[src/rtl/primitive_scheduler.sv]
// Opcode FIFO plus sequencer that splits shapes into line/arc primitives for the rasterizers.
// Waits on the selected rasterizer's done before each next primitive; op_ready drops when the FIFO is full.
module primitive_scheduler #(
  parameter int FIFO_DEPTH = 4
) (
  input  logic                         clk,
  input  logic                         reset,
  input  logic                         op_valid,
  input  logic [95:0]                  op_data,
  output logic                         op_ready,
  input  logic                         line_done,
  input  logic                         arc_done,
  output logic                         prim_start,
  output logic                         prim_sel,
  output logic [37:0]                  locations,
  output logic [15:0]                  color,
  output logic                         shape_done,
  output logic                         bad_opcode,
  output logic                         busy,
  output logic [$clog2(FIFO_DEPTH):0]  fifo_count
);

  localparam int PTR_W = $clog2(FIFO_DEPTH);
  localparam int OP_W  = 77;
  localparam logic [PTR_W:0] FULL_CNT = (PTR_W+1)'(FIFO_DEPTH);

  localparam logic [1:0] IDLE   = 2'd0;
  localparam logic [1:0] DECODE = 2'd1;
  localparam logic [1:0] ISSUE  = 2'd2;
  localparam logic [1:0] WAIT   = 2'd3;

  localparam logic [3:0] SH_LINE   = 4'd0;
  localparam logic [3:0] SH_TRI    = 4'd1;
  localparam logic [3:0] SH_CIRCLE = 4'd2;

  // Only shape/color/loc1..loc3 are stored; fill and the spare field are dropped at the FIFO input.
  logic [OP_W-1:0]  mem [FIFO_DEPTH];
  logic [PTR_W-1:0] wr_ptr;
  logic [PTR_W-1:0] rd_ptr;
  logic [PTR_W:0]   count;
  logic             full;
  logic             push;
  logic             pop;

  logic [1:0]       state;
  logic [1:0]       seg;
  logic [OP_W-1:0]  op_reg;
  logic [3:0]       shape;
  logic             done;
  logic             last_seg;
  logic             unused_bits;

  assign full        = (count == FULL_CNT);
  assign op_ready    = ~full;
  assign push        = op_valid & ~full;
  assign pop         = (state == IDLE) && (count != '0);
  assign fifo_count  = count;
  assign busy        = (state != IDLE) || (count != '0);
  assign unused_bits = ^op_data[18:0];

  assign shape    = op_reg[76:73];
  assign done     = prim_sel ? arc_done : line_done;
  assign last_seg = (shape != SH_TRI) || (seg == 2'd2);

  function automatic logic [37:0] seg_locs(input logic [OP_W-1:0] op, input logic [1:0] s);
    logic [18:0] l1;
    logic [18:0] l2;
    logic [18:0] l3;
    l1 = op[56:38];
    l2 = op[37:19];
    l3 = op[18:0];
    seg_locs = {l1, l2};
    if (op[76:73] == SH_TRI) begin
      if (s == 2'd1)      seg_locs = {l1, l3};
      else if (s == 2'd2) seg_locs = {l2, l3};
    end
  endfunction

  always_ff @(posedge clk) begin
    if (push) mem[wr_ptr] <= op_data[95:19];
  end

  always_ff @(posedge clk or posedge reset) begin
    if (reset) begin
      wr_ptr <= '0;
      rd_ptr <= '0;
      count  <= '0;
    end else begin
      if (push) wr_ptr <= wr_ptr + PTR_W'(1);
      if (pop)  rd_ptr <= rd_ptr + PTR_W'(1);
      case ({push, pop})
        2'b10:   count <= count + (PTR_W+1)'(1);
        2'b01:   count <= count - (PTR_W+1)'(1);
        default: count <= count;
      endcase
    end
  end

  // A segment advance enters ISSUE with prim_start low and raises it one cycle later,
  // so the first primitive of a shape is the only one launched straight out of DECODE.
  always_ff @(posedge clk or posedge reset) begin
    if (reset) begin
      state      <= IDLE;
      seg        <= '0;
      op_reg     <= '0;
      prim_start <= 1'b0;
      prim_sel   <= 1'b0;
      locations  <= '0;
      color      <= '0;
      shape_done <= 1'b0;
      bad_opcode <= 1'b0;
    end else begin
      prim_start <= 1'b0;
      shape_done <= 1'b0;
      bad_opcode <= 1'b0;
      case (state)
        IDLE: begin
          if (pop) begin
            op_reg <= mem[rd_ptr];
            state  <= DECODE;
          end
        end
        DECODE: begin
          seg <= '0;
          if (shape == SH_LINE || shape == SH_TRI || shape == SH_CIRCLE) begin
            color      <= op_reg[72:57];
            prim_sel   <= (shape == SH_CIRCLE);
            locations  <= seg_locs(op_reg, 2'd0);
            prim_start <= 1'b1;
            state      <= ISSUE;
          end else begin
            bad_opcode <= 1'b1;
            state      <= IDLE;
          end
        end
        ISSUE: begin
          if (prim_start) state <= WAIT;
          else            prim_start <= 1'b1;
        end
        WAIT: begin
          if (done) begin
            if (last_seg) begin
              shape_done <= 1'b1;
              state      <= IDLE;
            end else begin
              seg       <= seg + 2'd1;
              locations <= seg_locs(op_reg, seg + 2'd1);
              state     <= ISSUE;
            end
          end
        end
        default: state <= IDLE;
      endcase
    end
  end

endmodule
[config.mk]
export PLATFORM = sky130hd
export DESIGN_NAME = primitive_scheduler
export DESIGN_NICKNAME = d
export VERILOG_FILES = /design/src/rtl/primitive_scheduler.sv
export SDC_FILE = /design/constraint.sdc
export NUM_CORES = 1
export LEC_CHECK = 0
export ABC_AREA = 1
export BUFFER_PORTS_ARGS = -buffer_cell sky130_fd_sc_hd__buf_2
export CAP_MARGIN = 10
export CORE_MARGIN = 3
export CORE_UTILIZATION = 64
export DETAILED_ROUTE_END_ITERATION = 10
export GPL_ROUTABILITY_DRIVEN = 0
export PLACE_DENSITY = 0.9
export SKIP_CTS_REPAIR_TIMING = 1
export SLEW_MARGIN = 10
export SYNTH_ARGS = -nofsm -noshare
export SYNTH_HDL_FRONTEND = slang
export SYNTH_SLANG_ARGS = --single-unit
[constraint.sdc]
create_clock -name clk -period 7.7 [get_ports clk]
set_clock_uncertainty 0.1 [all_clocks]
set_input_delay 1.54 -clock clk [delete_from_list [all_inputs] [get_ports clk]]
set_output_delay 1.54 -clock clk [all_outputs]
set_load 0.05 [all_outputs]
==> summary.txt <==
Avg WL per Cell: 20.6 microns
sequential area share after synthesis: 72.2%
register area: 12900 sq um
Worst-Skew Late Latency: 0.54 ns
max reg flops: 308
DRC viols: 0
total CTS buffers: 43
crit path time final: 3.47 ns
initial core utilization: 65.8%
Final Max Slew Viols: 0
fin cells: 2076
Synth warnings: 0
DIE HEIGHT: 173 microns
Via Count: 12600
Placed Cells: 1986
CTS root buffer: clkbuf_16
syn_area_per_cell: 11.5 sq um
Post-synth top cells: nor2_1 (357), edfxtp_1 (308), nand2_1 (246), o21ai_0 (182), dfrtp_1 (146)
initial antenna violation count: 14
run status: completed
final setup vio count: 0
gr ovfl total: 0
most common flop cell mapped by yosys: edfxtp_1
clk sinks: 454
Cell variety after synth: 29
Critical Path RT: 7.76 ns
setup TNS: 0 ns
Setup crit start kind: input pin
vias per cell: 6.05
largest net degree at the start of global routing: 127
Top Ports: 164
synthesized flop and latch total: 454
DIE WIDTH: 173 microns
crit end category: register
CTS clk-pin slew, worst paths: 0.06 ns
Syn Inst Count: 1549
async set or reset register ratio after synthesis: 32.2%
Post-synth EDFFs: 308
final net count: 1774
Max-Cap Viols: 0
Fmax: 288 MHz
area of the multi-input gates: 4360 sq um
CP arrival: 3.53 ns
Worst Tran Pin Value: 1.25 ns
total iterations of the first detailed-routing run: 6
Tot GR Track Use: 28.2%
CTS tree: built
syn nets: 1663
Row Count: 60
Crit Path Category: in2reg
cell with the most instances after synthesis: nor2_1
first-pass GRT wire length: 66500 microns
post-route ant nets: 0
vias in the first global route: 12400
VDD IR max: 293 uV
drt initial violations: 1808
pwr dens: 460 nW/um^2
Port Buffers: 144
Core Area: 27200 sq um
die area: 30000 sq um
WL final: 42800 microns
fin crit share: 45.1%
Max Root-Sink Buffers: 3
layout cells sized above 1: 14.3%
DP HPWL: 23700 microns
hold crit path type: reg2reg
Mapped Area: 17900 sq um
Area growth syn-to-layout: 13.1%
RSZ-0062 raised after global routing: false
area share of the largest cell type after synthesis: 51.7%
FILL cells: 1614
Slew HR: 16.7%
H-tree Lvls: 2
leak pwr: 7.97 nW
top cells by area, synth: edfxtp_1 (52%), dfrtp_1 (20%), nor2_1 (7.5%)
area leader, netlist: edfxtp_1
CP Max Fanout: 60
final hold vios: 0
==> worst max-delay path: stages <==
cell     delay [ns]
buf_2          0.07
nand2_1        0.31
nor2_4         0.69
buf_4          0.87
==> layout make-up <==
type / count / area share (%)
flip-flops and latches: 454 / 63.8
multi-input cells: 955 / 21.6
clock buffers: 56 / 5.77
repair buffers: 160 / 4.26
well taps: 372 / 2.30
clock inverters: 23 / 1.29
inverters: 46 / 0.897
diodes: 10 / 0.124
==> report_power, final <==
part           leakage [nW]  total, mW  switching, mW  internal, mW
clock                 0.693       2.14          0.865          1.27
combinational          2.72       3.35           2.48         0.867
sequential             4.55       3.83          0.445          3.38
total                  7.97       9.31           3.79          5.52
==> worst paths after layout <==
check                         startpoint            end  slack, ns  cells past startpoint
max in group asynchronous          reset     op_reg[13]       5.01                      3
min in group asynchronous          reset  locations[21]       1.04                      2
max                             op_valid      mem[1][2]       4.23                      4
min                        locations[19]  locations[19]       0.38                      2
min reg2reg                locations[19]  locations[19]       0.38                      2
max reg2reg                    rd_ptr[0]     op_reg[56]       4.65                      4
==> per-layer routing <==
metal | track usage [%] | vias to the layer above | part of all wire (%) | wire (microns)
met1 | 35.7 | 5991 | 35 | 15100
met3 | 7.16 | 171 | 11 | 4780
met5 | 0 | - | 0.20 | 87
met4 | 10.5 | 14 | 4.2 | 1820
met2 | 47.7 | 822 | 49 | 21000
li1 | - | 5557 | - | -
==> logic make-up (layout without fill, tap and decap cells) <==
kind of cell	Yosys count	count (layout)	synth area share [%]
AND/OR/NAND/NOR	659	659	14.8
flip-flops	454	454	72.2
AO/OA/AOI/OAI	279	279	8.26
buffers and inverters	140	285	3.63
adder cells (fa/ha/maj)	13	13	0.952
XOR/XNOR	4	4	0.196
other	0	10	0
==> cells in the final DEF (no fill, tap or decap), drive strengths merged, types with 6 or more instances in the layout <==
cell / count
inv: 45
clkinv: 16
edfxtp: 308
nand3: 11
diode: 10
nand4: 39
bufinv: 6
o21ai: 217
clkbuf: 56
nor2: 361
dfrtp: 146
ha: 12
a31oi: 57
nand2: 246
buf: 160
==> stage by stage <==
| step | utilization [%] | hold slack [ns] | setup slack [ns] | power (mW) | instance area (sq um) |
|---|---|---|---|---|---|
| floorplan | - | 0.378 | 2.11 | 6.24 | 17900 |
| global placement | 69.0 | 0.358 | 3.48 | 6.86 | 18700 |
| detailed placement | 69.0 | 0.360 | 3.46 | 7.06 | 18700 |
| CTS | 74.2 | 0.377 | 4.01 | 9.26 | 20200 |
| global route | 74.4 | 0.403 | 4.14 | 9.81 | 20200 |
| finish | 74.4 | 0.378 | 4.23 | 9.31 | 20200 |
Note: power is estimated with default switching activity, not from simulation.
